<file path="config.mk">
export PLATFORM = sky130hd
export DESIGN_NAME = quad_tdm_mux_flat
export DESIGN_NICKNAME = d
export VERILOG_FILES = /design/src/rtl/quad_tdm_mux_pkg.sv /design/src/rtl/quad_tdm_mux_if.sv /design/src/rtl/quad_tdm_mux_rr_pick4.sv /design/src/rtl/quad_tdm_mux.sv /design/src/flat_wrapper.sv
export SDC_FILE = /design/constraint.sdc
export NUM_CORES = 1
export LEC_CHECK = 0
export ABC_AREA = 1
export CORE_MARGIN = 3
export CORE_UTILIZATION = 50
export DETAILED_ROUTE_END_ITERATION = 16
export PLACE_DENSITY = 0.78
export SLEW_MARGIN = 10
export SYNTH_ARGS = -nofsm -noshare
export SYNTH_HDL_FRONTEND = slang
export SYNTH_SLANG_ARGS = --single-unit
</file>
<file path="constraint.sdc">
create_clock -name clk -period 2.22 [get_ports clk]
set_clock_uncertainty 0.15 [all_clocks]
set_input_delay 0.333 -clock clk [delete_from_list [all_inputs] [get_ports clk]]
set_output_delay 0.333 -clock clk [all_outputs]
set_load 0.03 [all_outputs]
</file>
<file path="src/rtl/quad_tdm_mux_pkg.sv">
// Shared types and constants for the four-channel TDM sender.
package tdm_pkg;

  localparam int unsigned NUM_CH = 4;
  localparam int unsigned CH_W   = 2;

  typedef enum logic {
    IDLE,
    PRESENT
  } state_t;

  localparam logic [CH_W-1:0] CH_A = 2'd0;
  localparam logic [CH_W-1:0] CH_B = 2'd1;
  localparam logic [CH_W-1:0] CH_C = 2'd2;
  localparam logic [CH_W-1:0] CH_D = 2'd3;

endpackage

</file>
<file path="src/rtl/quad_tdm_mux_if.sv">
// Addressed single-line link: {addr, data} with valid/ready handshake.
interface quad_tdm_mux_if #(
  parameter int unsigned DWIDTH = 1
);
  logic [DWIDTH-1:0] data;
  logic [1:0]        addr;
  logic              valid;
  logic              ready;

  modport master (output data, output addr, output valid, input ready);
  modport slave  (input data, input addr, input valid, output ready);
endinterface

</file>
<file path="src/rtl/quad_tdm_mux_rr_pick4.sv">
// Round-robin picker: first pending channel at or after ptr, modulo 4.
module rr_pick4 (
  input  logic [3:0] pend,
  input  logic [1:0] ptr,
  output logic [1:0] grant_idx,
  output logic       any
);

  // Walk offsets from farthest to nearest so the nearest pending channel wins.
  always_comb begin
    grant_idx = ptr;
    any       = |pend;
    for (int k = 3; k >= 0; k--) begin
      if (pend[ptr + 2'(k)]) grant_idx = ptr + 2'(k);
    end
  end

endmodule

</file>
<file path="src/rtl/quad_tdm_mux.sv">
// Four-channel TDM sender: strobed capture, round-robin arbitration, valid/ready output.
module quad_tdm_mux
  import tdm_pkg::*;
#(
  parameter int unsigned DWIDTH = 1
) (
  input  logic              clk,
  input  logic              reset,
  input  logic [DWIDTH-1:0] A,
  input  logic [DWIDTH-1:0] B,
  input  logic [DWIDTH-1:0] C,
  input  logic [DWIDTH-1:0] D,
  input  logic [3:0]        strb,
  input  logic              clr_overrun,
  output logic [3:0]        overrun,
  quad_tdm_mux_if.master    bus
);

  state_t            state_q, state_d;
  logic [1:0]        ptr_q, ptr_d;
  logic [DWIDTH-1:0] hold_q [NUM_CH];
  logic [DWIDTH-1:0] hold_d [NUM_CH];
  logic [DWIDTH-1:0] samp   [NUM_CH];
  logic [3:0]        pend_q, pend_d;
  logic [3:0]        ovr_q, ovr_d;
  logic [DWIDTH-1:0] data_q, data_d;
  logic [1:0]        addr_q, addr_d;
  logic              valid_q, valid_d;
  logic [1:0]        grant_idx_c;
  logic              any_c;
  logic              load_c;

  assign samp[0] = A;
  assign samp[1] = B;
  assign samp[2] = C;
  assign samp[3] = D;

  rr_pick4 u_pick (
    .pend      (pend_q),
    .ptr       (ptr_q),
    .grant_idx (grant_idx_c),
    .any       (any_c)
  );

  // Next state and output-register values.
  always_comb begin
    state_d = state_q;
    ptr_d   = ptr_q;
    data_d  = data_q;
    addr_d  = addr_q;
    valid_d = valid_q;
    load_c  = 1'b0;
    case (state_q)
      IDLE: begin
        if (any_c) begin
          load_c  = 1'b1;
          valid_d = 1'b1;
          state_d = PRESENT;
        end
      end
      PRESENT: begin
        if (bus.ready) begin
          if (any_c) begin
            load_c = 1'b1;
          end else begin
            valid_d = 1'b0;
            state_d = IDLE;
          end
        end
      end
      default: state_d = IDLE;
    endcase
    if (load_c) begin
      data_d = hold_q[grant_idx_c];
      addr_d = grant_idx_c;
      ptr_d  = grant_idx_c + 2'd1;
    end
  end

  // Capture, pending and overrun update; a strobe on the grant edge refills without overrun.
  always_comb begin
    for (int i = 0; i < NUM_CH; i++) begin
      hold_d[i] = hold_q[i];
      pend_d[i] = pend_q[i];
      ovr_d[i]  = ovr_q[i] & ~clr_overrun;
      if (load_c && (grant_idx_c == 2'(i))) pend_d[i] = 1'b0;
      if (strb[i]) begin
        hold_d[i] = samp[i];
        pend_d[i] = 1'b1;
        if (pend_q[i] && !(load_c && (grant_idx_c == 2'(i)))) ovr_d[i] = 1'b1;
      end
    end
  end

  always_ff @(posedge clk or posedge reset) begin
    if (reset) begin
      state_q <= IDLE;
      ptr_q   <= CH_A;
      pend_q  <= '0;
      ovr_q   <= '0;
      data_q  <= '0;
      addr_q  <= CH_A;
      valid_q <= 1'b0;
      for (int i = 0; i < NUM_CH; i++) hold_q[i] <= '0;
    end else begin
      state_q <= state_d;
      ptr_q   <= ptr_d;
      pend_q  <= pend_d;
      ovr_q   <= ovr_d;
      data_q  <= data_d;
      addr_q  <= addr_d;
      valid_q <= valid_d;
      for (int i = 0; i < NUM_CH; i++) hold_q[i] <= hold_d[i];
    end
  end

  assign bus.data  = data_q;
  assign bus.addr  = addr_q;
  assign bus.valid = valid_q;
  assign overrun   = ovr_q;

endmodule

</file>
<file path="src/flat_wrapper.sv">
// flat-port wrapper written by rule: the top's interface ports become plain ports
module quad_tdm_mux_flat import tdm_pkg::*;
#(
  parameter int unsigned DWIDTH = 1
)
  (clk, reset, A, B, C, D, strb, clr_overrun, overrun, bus_data, bus_addr, bus_valid, bus_ready);
  quad_tdm_mux_if #(.DWIDTH(DWIDTH)) bus_i ();
  input  logic clk;
  input  logic reset;
  input  logic [DWIDTH-1:0] A;
  input  logic [DWIDTH-1:0] B;
  input  logic [DWIDTH-1:0] C;
  input  logic [DWIDTH-1:0] D;
  input  logic [3:0] strb;
  input  logic clr_overrun;
  output logic [3:0] overrun;
  output wire logic [$bits(bus_i.data)-1:0] bus_data;
  output wire logic [$bits(bus_i.addr)-1:0] bus_addr;
  output wire logic [$bits(bus_i.valid)-1:0] bus_valid;
  input wire logic [$bits(bus_i.ready)-1:0] bus_ready;
  assign bus_data = bus_i.data;
  assign bus_addr = bus_i.addr;
  assign bus_valid = bus_i.valid;
  assign bus_i.ready = bus_ready;
  quad_tdm_mux #(.DWIDTH(DWIDTH)) u_core (.clk(clk), .reset(reset), .A(A), .B(B), .C(C), .D(D), .strb(strb), .clr_overrun(clr_overrun), .overrun(overrun), .bus(bus_i));
endmodule
</file>
* Word level (Yosys, flattened, before mapping)
Cells that the tools add are included.
Widths: inputs -> output; s select.
** Word-level totals
- Flip-flop bits (word level) :: 19
- Input port bits :: 12
- Logic and storage cells :: 95
** Operators by class
- Add/subtract/negate cells :: 4
- $lt $le $gt $ge :: 5
- Equality and inequality tests :: 6
- Multiplexer cells :: 40
- Bitwise operators :: 7
- Reduce and logical (&&, ||, !) cells :: 19
** Operators by type and width (number)
- $mux 1 :: 28
- $lt 2x3->1 const B :: 4
- $bmux 1 s2 :: 5
- $logic_and 1x1->1 :: 8
- $mux 2 :: 4
- $reduce_bool 2->1 :: 4
- $pmux 1 s2 :: 3
- $add 2x1->2 const B :: 2
- $add 2x2->2 const B :: 2
- $and 1x1->1 :: 4
- $eq 2x2->1 const B :: 2
- $logic_not 1->1 :: 4
- $ne 2x2->1 const B :: 2
- $reduce_or 4->1 :: 1
- $ge 3x3->1 const B :: 1
- $not 2->3 :: 1
- $reduce_and 3->1 :: 1
- $eq 2x1->1 const B :: 1
- $logic_not 2->1 :: 1
- $ne 2x1->1 const B :: 1
- $not 1->1 :: 2

* Depth between registers and ports, before layout
Gate-level depths: netlist of the first run.
- Depth after elaboration :: 13
- Depth in mapped cells :: 15
- Depth with buffers taken out :: 14

* By module
Synthesis of the first run repeated with hierarchy kept, for this count alone.
** Unflattened totals
- Cells, all modules :: 137
- Area, all modules :: 1064.8 µm²
** By module, submodules not included
- quad_tdm_mux :: times used 1, cells an instance 87, area an instance 847.1 µm², seq. area each 475.5 µm²
- rr_pick4 :: times used 1, cells an instance 50, area an instance 217.7 µm², seq. area each 0.0 µm²

* Worst setup path after synthesis of the first run
Ideal clock, no wire load.
- Path type :: register to register
- From :: reg u_core.ptr_q[0]
- To :: reg u_core.pend_q[0]
- Setup time :: 118 ps
- Data arrival time :: 1320 ps
- Slack :: 632 ps
- Cell stages (with the launch flop) :: 13
- Clock period less this slack :: 1588 ps
- Cell sequence :: dfrtp_1 -> buf_6 -> inv_8 -> nand2_1 -> nand2_1 -> nand2_1 -> nand2_1 -> nand2_1 -> nand2_2 -> nand3_1 -> nand2_2 -> nand3_1 -> a21o_1
** Between the ends
- Cells in the longest elaborated chain, start to end :: 10
** RTL lines
- from (decl) :: line quad_tdm_mux.sv:20 : logic [1:0] ptr_q, ptr_d;
- from (signal assigned) :: line quad_tdm_mux.sv:107 : ptr_q <= ptr_d;
- $add 2x2->2 :: line quad_tdm_mux_rr_pick4.sv:14 : if (pend[ptr + 2'(k)]) grant_idx = ptr + 2'(k);
- $bmux 1 s2 :: line quad_tdm_mux_rr_pick4.sv:14
- $mux 1 (implied by the code) :: line quad_tdm_mux_rr_pick4.sv:14
- $mux 2 (3 in series) :: line quad_tdm_mux_rr_pick4.sv:14
- $mux 2 (*) :: line quad_tdm_mux_rr_pick4.sv:14
- $logic_not 2->1 (*) :: line quad_tdm_mux.sv:86 : if (load_c && (grant_idx_c == 2'(i))) pend_d[i] = 1'b0;
- $logic_and 1x1->1 (*) :: line quad_tdm_mux.sv:86
- $reduce_bool 2->1 (no line) (*)
- to (signal assigned) :: line quad_tdm_mux.sv:108 : pend_q <= pend_d;
- to (decl) :: line quad_tdm_mux.sv:24 : logic [3:0] pend_q, pend_d;
Mark *: on every way between the ends. The rest lies on a longest branch, timed or not. The select of a mux whose other input is x is not followed.
A chain may end at the register's enable or synchronous reset.

* Final worst setup path of the first run
Same ends and word-level chain as after synthesis.

==> impl_metrics.py, run 1 <==
metrics = {
    "outcome": {
        "status": "complete, no violations",
    },
    "power": {
        "seqPwrFrac_pct": 32.2,
        "power.switching_mw": 0.894,
        "comb_power_share_pct": 58.5,
        "power_density_mw_per_mm2": 1440,
        "p_leak_nw": 0.680,
        "switching_share_pct": 49.2,
        "ir_drop_uv": 825,
        "p_int_mw": 0.923,
        "clock_power_share_pct": 9.4,
        "finalPower_mw": 1.82,
    },
    "sta": {
        "fin_crit_ns": 1.89,
        "fin_ws_ns": 0.331,
        "tightest_slew_ns": 0.685,
        "max_freq_mhz": 529,
        "tns_ns": 0,
        "fin_hold_ws_ns": 0.281,
        "rsz0062_at_grt": "false",
        "max-slew-margin-rel_pct": 54.3,
        "finalHoldViolations": 0,
        "period_share_pct": 85.1,
        "drv_slew": 0,
        "finalSetupViolCount": 0,
    },
    "clock_network": {
        "hold_buffers": 0,
        "clock_tree.root_cell": "clkbuf_4",
        "ctsResizeCount": 0,
        "path_clk_slew_ns": 0.10,
        "clock_path_buffers": 2,
        "postCtsSetupBuffers": 0,
        "cts_made_buffers": 3,
        "worstSkewPairLatency_ns": 0.29,
        "clock_tree.htree_level_count": 1,
        "cts_tree": "built",
        "cts.sinks": 19,
    },
    "yosys": {
        "syn-cell-area_mm2": 0.00102,
        "synth_cell_type_count": 18,
        "synth_nets": 152,
        "synth-seq-cells": 19,
        "avgSynthCellArea_um2": 7.30,
        "seq_area_frac_synth_pct": 46.5,
        "ys_warn_count": 0,
        "syn_inst": 140,
    },
    "critical_path": {
        "rr_endpoint": "u_core.pend_q[0]",
        "r2r.worst_path.cells": 8,
        "r2r-start": "u_core.ptr_q[0]",
        "path_class": "register to register",
        "cp_max_fo": 10,
        "reg2reg_slack_ns": 0.33,
        "end_kind": "register",
        "cp-startpoint": "u_core.ptr_q[0]",
        "crit_path_end": "u_core.pend_q[0]",
        "crit_arrival_ns": 1.93,
        "worst_setup_path_start_kind": "register",
        "required_ns": 2.26,
    },
    "final_layout": {
        "final_cells": 187,
        "layout_commonest_cell": "nand2_1",
        "layout_common_cells": "60 x nand2_1, 19 x clkdlybuf4s50_1, 19 x dfrtp_1, 17 x inv_1, 13 x nand3_1",
        "syn_to_final_growth_pct": 23.1,
        "n_antenna_cell": 0,
        "drive_above_1_share_pct": 11.1,
        "n_fill_cell": 160,
        "layout.nets": 175,
    },
    "placed_design": {
        "gp_congestion": 0.842,
        "hpwl_um": 1700,
        "io_buffer_count": 19,
        "pre_cts_ws_ns": 0.364,
        "dp.cells": 183,
    },
    "global_route": {
        "track_usage_pct": 19.1,
        "first_global_vias": 931,
        "grt_pass1_wl_um": 3830,
        "antenna_found_initial": 0,
        "grt.overflow.total": 0,
        "grt_max_degree": 20,
    },
    "drt": {
        "routedWlPerCell_um": 11.2,
        "drc": 0,
        "vias_per_cell": 4.89,
        "drt_first_pass_iters": 4,
        "drtIter0Drc": 32,
        "vias": 914,
        "routed_wl_um": 2090,
        "antenna_left": 0,
    },
    "die": {
        "die_h_um": 51.2,
        "dieWidth_um": 51.2,
        "core_area_mm2": 0.00182,
        "row_count": 15,
        "die_area_mm2": 0.00262,
        "io_pins": 20,
        "floorplan.initialDensity_pct": 56.2,
    },
    "hold_path": {
        "min-delay-path-class": "input port to asynchronous set/reset pin",
    },
    "job": {
        "cap_violations": 0,
    },
}
[layer usage]
layer | share of wire, % | vias to the layer above | track usage (%)
met5 | 0 | - | 0
met1 | 46 | 410 | 24.5
li1 | - | 482 | -
met3 | 2.7 | 5 | 3.50
met4 | 1.4 | 0 | 5.68
met2 | 50 | 17 | 32.8
[flip-flops by register name (all words and copies together) (netlist names)]
| register | count |
|---|---|
| u_core.hold_q | 4 |
| u_core.bus.valid | 1 |
| u_core.state_q | 1 |
| u_core.overrun | 4 |
| u_core.bus.data | 1 |
| u_core.ptr_q | 2 |
| u_core.bus.addr | 2 |
| u_core.pend_q | 4 |
[power groups by stage]
stage               clock [mW]  sequential (mW)  combinational, mW
floorplan                    0            0.663              0.714
global placement             0            0.583               1.04
detailed placement           0            0.588               1.06
CTS                      0.173            0.582               1.07
global route             0.193            0.603               1.20
finish                   0.170            0.584               1.06
[critical path, stage by stage (launching register included)]
cell and delay, ns:
dfrtp_1 0.61, nand2_1 0.16, nand3_1 0.15, nand2_1 0.06, inv_1 0.11, nand3_1 0.12, nand2_2 0.14, nand3_1 0.10
a21o_1 0.17
[stage by stage]
stage	area, um2	utilization [%]
after CTS	1260	69.1
after global placement	1230	67.7
after global routing	1260	69.1
after floorplan	1020	-
after detailed placement	1230	67.7
final	1260	69.1
[cells in the mapped netlist]
cell      number  share of area, %
o21ai_0        5               2.4
a21o_1         1              0.73
inv_2          2              0.73
o21ai_2        2               1.7
o211ai_1       1              0.73
o21ai_1        1              0.49
nand4_1        2               1.2
buf_6          1               1.1
nand2_1       60                22
inv_8          1               1.1
o21bai_1       1              0.73
dfrtp_1       19                47
nand3_1       13               6.4
nor2_1         2              0.73
nor2_2         1              0.61
inv_1         17               6.2
nand2_2        9               5.5
a21oi_1        2              0.98
[how the worst min path moves through the flow]
stage / from / to / slack, ns / depth (start not counted)
after floorplan: reset / u_core.bus.addr[0] / 0.13 / 1
after global placement: u_core.state_q / u_core.bus.valid / 0.29 / 1
after detailed placement: u_core.state_q / u_core.bus.valid / 0.31 / 1
after CTS: reset / u_core.bus.addr[0] / 0.31 / 2
after global routing: reset / u_core.hold_q[0] / 0.34 / 2
final: reset / u_core.overrun[2] / 0.28 / 2
[logic make-up (layout without fill, tap and decap cells)]
logic type	count (synthesis)	after routing	share of synthesized area, %
simple gates	87	87	36.5
buf+inv	21	43	9.18
flops	19	19	46.5
compound gates	13	13	7.83
[layout make-up]
cell class	count	area (um2)	area share, %
clock buffers	4	26.3	2.09
inverters	20	82.6	6.56
repair buffers	19	190	15.1
flip-flops and latches	19	475	37.8
well taps	25	31.3	2.49
multi-input cells	100	453	36.0
No activity file was read; power rests on OpenSTA's default activity.
==> inputs of run 2 (changes only) <==
--- a/config.mk
+++ b/config.mk
@@ -7,9 +7,10 @@
 export LEC_CHECK = 0
 export ABC_AREA = 1
 export CORE_MARGIN = 3
-export CORE_UTILIZATION = 50
+export CORE_UTILIZATION = 52
+export CTS_BUF_LIST = sky130_fd_sc_hd__clkbuf_8
 export DETAILED_ROUTE_END_ITERATION = 16
-export PLACE_DENSITY = 0.78
+export PLACE_DENSITY = 0.8
 export SLEW_MARGIN = 10
 export SYNTH_ARGS = -nofsm -noshare
 export SYNTH_HDL_FRONTEND = slang
==> impl_metrics.py, run 2 (synthesis results as in run 1) <==
metrics = {
    "critical_path": {
        "worst_setup_path_start_kind": "register",
        "crit_arrival_ns": 1.90,
        "cp-startpoint": "u_core.ptr_q[0]",
        "crit_path_end": "u_core.pend_q[0]",
        "path_class": "register to register",
        "required_ns": 2.22,
        "path_cells": "nand2_1, nand3_1, nand2_1, inv_1, nand2_1, nand2_2, nand3_1, nand2_2, nand3_1, a21o_1",
        "r2r-start": "u_core.ptr_q[0]",
        "r2r.worst_path.cells": 10,
        "end_kind": "register",
        "cp_max_fo": 10,
        "rr_endpoint": "u_core.pend_q[0]",
        "max_stage_delay_ns": 0.60,
        "slowest_stage": "dfrtp_1",
        "reg2reg_slack_ns": 0.32,
    },
    "global_route": {
        "grt_max_degree": 20,
        "antenna_found_initial": 0,
        "first_global_vias": 883,
        "grt_pass1_wl_um": 3740,
        "track_usage_pct": 19.4,
        "grt.overflow.total": 0,
    },
    "drt": {
        "drc": 0,
        "vias_per_cell": 4.96,
        "routedWlPerCell_um": 11.2,
        "vias": 928,
        "drtIter0Drc": 16,
        "antenna_left": 0,
        "drt_first_pass_iters": 4,
        "routed_wl_um": 2100,
    },
    "clock_network": {
        "postCtsSetupBuffers": 0,
        "clock_tree.htree_level_count": 1,
        "clock_path_buffers": 2,
        "worstSkewPairLatency_ns": 0.25,
        "cts.sinks": 19,
        "cts_tree": "built",
        "cts_made_buffers": 3,
        "hold_buffers": 0,
        "clock_tree.root_cell": "clkbuf_8",
        "path_clk_slew_ns": 0.07,
        "ctsResizeCount": 0,
    },
    "final_layout": {
        "register_area_um2": 475,
        "n_antenna_cell": 0,
        "drive_above_1_share_pct": 11.7,
        "layout.nets": 175,
        "layout_common_cells": "60 x nand2_1, 19 x clkdlybuf4s50_1, 19 x dfrtp_1, 17 x inv_1, 13 x nand3_1",
        "layout_commonest_cell": "nand2_1",
        "syn_to_final_growth_pct": 25.1,
        "multiInputGateArea_um2": 453,
        "n_fill_cell": 145,
    },
    "die": {
        "die_area_mm2": 0.00253,
        "dieWidth_um": 50.3,
        "die_h_um": 50.3,
        "io_pins": 20,
        "row_count": 15,
        "floorplan.initialDensity_pct": 57.3,
        "core_area_mm2": 0.00178,
    },
    "sta": {
        "finalHoldViolations": 0,
        "tightest_slew_ns": 0.697,
        "tns_ns": 0,
        "fin_ws_ns": 0.320,
        "drv_slew": 0,
        "fin_crit_ns": 1.90,
        "finalSetupViolCount": 0,
        "max-slew-margin-rel_pct": 53.5,
        "rsz0062_at_grt": "false",
        "period_share_pct": 85.6,
        "max_freq_mhz": 526,
    },
    "placed_design": {
        "gp_congestion": 0.938,
        "pre_cts_ws_ns": 0.349,
        "hpwl_um": 1720,
        "io_buffer_count": 19,
    },
    "power": {
        "power_density_mw_per_mm2": 1480,
        "ir_drop_uv": 979,
        "p_leak_nw": 0.691,
    },
    "hold_path": {
        "min-delay-path-class": "register to register",
    },
    "job": {
        "cap_violations": 0,
    },
    "outcome": {
        "status": "complete, no violations",
    },
}
==> run 2: cell types whose count changed in the layout (fill, tap and decap cells not counted) <==
cell      before  now
clkinv_2       0    1
clkbuf_4       3    0
clkbuf_1       1    0
clkbuf_8       0    3
==> run 2: final cells by class <==
cell class,count,share of cell area (%)
flip-flops and latches,19,37.2
clock buffers,3,3.23
multi-input cells,100,35.4
clock inverters,1,0.391
well taps,25,2.45
inverters,20,6.46
repair buffers,19,14.9
==> run 2: worst min path at each step <==
stage | start | to | slack, ns | cells past startpoint
after floorplan | reset | u_core.bus.addr[0] | 0.13 | 1
after global placement | u_core.state_q | u_core.bus.valid | 0.28 | 1
after detailed placement | u_core.state_q | u_core.bus.valid | 0.29 | 1
after global routing | u_core.state_q | u_core.bus.valid | 0.31 | 1
final | u_core.state_q | u_core.bus.valid | 0.30 | 1
after CTS | u_core.state_q | u_core.bus.valid | 0.30 | 1
==> run 2: metrics by stage <==
stage	utilization (%)	power, mW	cells	hold slack [ns]	cell area (um2)
2_1_floorplan	-	1.38	140	0.134	1020
3_3_place_gp	69.1	1.62	183	0.285	1230
3_5_place_dp	69.1	1.65	183	0.291	1230
4_1_cts	71.7	1.89	187	0.301	1280
5_1_grt	71.7	2.06	187	0.315	1280
6_report	71.7	1.89	187	0.302	1280
==> run 2: power breakdown <==
| group | total (mW) | switching, mW | internal, mW |
|---|---|---|---|
| Combinational | 1.07 | 0.680 | 0.390 |
| Clock | 0.233 | 0.109 | 0.124 |
| Sequential | 0.585 | 0.121 | 0.464 |
| Total | 1.89 | 0.910 | 0.978 |
==> run 2: worst max-delay path, delay by kind of cell, from the launching register on <==
family / cells / cell delay (ns)
AND/OR/NAND/NOR: 8 / 0.83
flip-flops: 1 / 0.60
AO/OA/AOI/OAI: 1 / 0.17
buffers and inverters: 1 / 0.05
==> run 2: routing by layer <==
| metal | vias up | global-route usage, % | share of wire (%) |
|---|---|---|---|
| met3 | 6 | 3.56 | 2.2 |
| met5 | - | 0 | 0 |
| li1 | 477 | - | - |
| met1 | 431 | 25.5 | 47 |
| met4 | 0 | 6.73 | 2.1 |
| met2 | 14 | 32.0 | 48 |
==> inputs of run 3 (changes only) <==
--- a/config.mk
+++ b/config.mk
@@ -7,10 +7,10 @@
 export LEC_CHECK = 0
 export ABC_AREA = 1
 export CORE_MARGIN = 3
-export CORE_UTILIZATION = 52
+export CORE_UTILIZATION = 56
 export CTS_BUF_LIST = sky130_fd_sc_hd__clkbuf_8
 export DETAILED_ROUTE_END_ITERATION = 16
-export PLACE_DENSITY = 0.8
+export PLACE_DENSITY = 0.85
 export SLEW_MARGIN = 10
 export SYNTH_ARGS = -nofsm -noshare
 export SYNTH_HDL_FRONTEND = slang
==> constraint.sdc (replaced) <==
create_clock -name clk -period 2.4 [get_ports clk]
set_clock_uncertainty 0.15 [all_clocks]
set_input_delay 0.36 -clock clk [delete_from_list [all_inputs] [get_ports clk]]
set_output_delay 0.36 -clock clk [all_outputs]
set_load 0.03 [all_outputs]
==> impl_metrics.py, run 3 (synthesis results as in run 1) <==
metrics = {
    "critical_path": {
        "rr_endpoint": "u_core.overrun[1]",
        "worst_setup_path_start_kind": "register",
        "max_stage_delay_ns": 0.60,
        "required_ns": 2.39,
        "cp_max_fo": 10,
        "crit_buf_inv": 1,
        "r2r-start": "u_core.ptr_q[0]",
        "end_kind": "register",
        "cp_common_cell": "nand2_1",
        "reg2reg_slack_ns": 0.41,
        "critPathTopFamily": "simple AND/OR/NAND/NOR gates",
        "path_class": "register to register",
        "slowest_stage": "dfrtp_1",
        "r2r.worst_path.cells": 13,
        "path_cells": "inv_8, nand2_1, nand2_1, nand2_1, nand2_1, nand2_1, nand2_2, nand2_2, nand2_1, nand2_2, nand3_1, nand3_1, nand2_1",
        "crit_arrival_ns": 1.97,
    },
    "sta": {
        "fin_crit_ns": 1.99,
        "period_share_pct": 82.8,
        "fin_ws_ns": 0.413,
        "drv_slew": 0,
        "finalSetupViolCount": 0,
        "rsz0062_at_grt": "false",
        "tightest_slew_ns": 0.702,
        "max_freq_mhz": 503,
        "max-slew-margin-rel_pct": 53.1,
        "tns_ns": 0,
        "finalHoldViolations": 0,
    },
    "drt": {
        "vias": 966,
        "vias_per_cell": 5.19,
        "drt_first_pass_iters": 4,
        "routed_wl_um": 2360,
        "drc": 0,
        "drtIter0Drc": 16,
        "antenna_left": 0,
        "routedWlPerCell_um": 12.7,
    },
    "global_route": {
        "antenna_found_initial": 0,
        "first_global_vias": 920,
        "grt_max_degree": 20,
        "grt.overflow.total": 0,
        "grt_pass1_wl_um": 3950,
        "track_usage_pct": 21.5,
    },
    "final_layout": {
        "drive_above_1_share_pct": 11.1,
        "layout_common_cells": "60 x nand2_1, 19 x clkdlybuf4s50_1, 19 x dfrtp_1, 18 x inv_1, 13 x nand3_1",
        "n_antenna_cell": 0,
        "layout.nets": 175,
        "syn_to_final_growth_pct": 24.8,
        "final_util_pct": 79.2,
        "n_fill_cell": 116,
        "layout_commonest_cell": "nand2_1",
    },
    "die": {
        "row_count": 14,
        "floorplan.initialDensity_pct": 63.4,
        "die_area_mm2": 0.00237,
        "core_area_mm2": 0.00161,
        "die_h_um": 48.7,
        "dieWidth_um": 48.7,
        "io_pins": 20,
    },
    "power": {
        "seqPwrFrac_pct": 30.8,
        "finalPower_mw": 1.78,
        "switching_share_pct": 49.3,
        "comb_power_share_pct": 57.1,
        "power_density_mw_per_mm2": 1400,
        "p_int_mw": 0.904,
        "power.switching_mw": 0.880,
        "ir_drop_uv": 1150,
        "p_leak_nw": 0.692,
        "clock_power_share_pct": 12.1,
    },
    "outcome": {
        "status": "complete, no violations",
    },
    "clock_network": {
        "cts.sinks": 19,
        "clock_path_buffers": 2,
        "path_clk_slew_ns": 0.07,
        "ctsResizeCount": 0,
        "clock_tree.root_cell": "clkbuf_8",
        "cts_tree": "built",
        "cts_made_buffers": 3,
        "worstSkewPairLatency_ns": 0.25,
        "clock_tree.htree_level_count": 1,
        "hold_buffers": 0,
        "postCtsSetupBuffers": 0,
    },
    "placed_design": {
        "hpwl_um": 1810,
        "io_buffer_count": 19,
        "pre_cts_ws_ns": 0.512,
        "gp_congestion": 0.886,
    },
    "hold_path": {
        "min-delay-path-class": "register to register",
        "min_path_cells": 1,
        "holdPathEnd": "u_core.bus.valid",
        "min-delay-start": "u_core.state_q",
    },
    "job": {
        "cap_violations": 0,
    },
}
## run 3: worst max path at each step
stage	from	end	slack, ns	cells after the start
floorplan	u_core.ptr_q[0]	u_core.pend_q[0]	0.81	12
global placement	u_core.ptr_q[0]	u_core.overrun[1]	0.57	13
detailed placement	u_core.ptr_q[0]	u_core.overrun[1]	0.51	13
CTS	u_core.ptr_q[0]	u_core.overrun[1]	0.43	13
global route	u_core.ptr_q[0]	u_core.overrun[1]	0.22	13
finish	u_core.ptr_q[0]	u_core.overrun[1]	0.41	13
## run 3: layout make-up
type                       instances  area, um2  area share, %
clock buffer                       3       41.3           3.24
clock inverter                     1       3.75          0.294
inverter                          20       82.6           6.47
multi-input combinational        100        453           35.5
sequential                        19        475           37.3
tap                               24       30.0           2.35
timing repair buffer              19        190           14.9
## run 3: power groups by stage
stage          Sequential, mW  Clock, mW  Combinational [mW]
2_1_floorplan           0.613          0               0.660
3_3_place_gp            0.538          0               0.963
3_5_place_dp            0.547          0                1.00
4_1_cts                 0.545      0.214                1.01
5_1_grt                 0.563      0.231                1.13
6_report                0.549      0.216                1.02
## run 3: layer usage
layer / vias to the layer above / track usage [%] / share of wire [%]
met3: 8 / 4.91 / 4.1
met2: 28 / 38.9 / 52
li1: 480 / - / -
met5: - / 0 / 0
met1: 450 / 24.7 / 41
met4: 0 / 7.11 / 2.5
## run 3: stage by stage
step,area [um2],cells,hold slack (ns)
2_1_floorplan,1020,140,0.161
5_1_grt,1280,186,0.320
3_3_place_gp,1230,182,0.277
6_report,1280,186,0.292
3_5_place_dp,1230,182,0.289
4_1_cts,1280,186,0.297
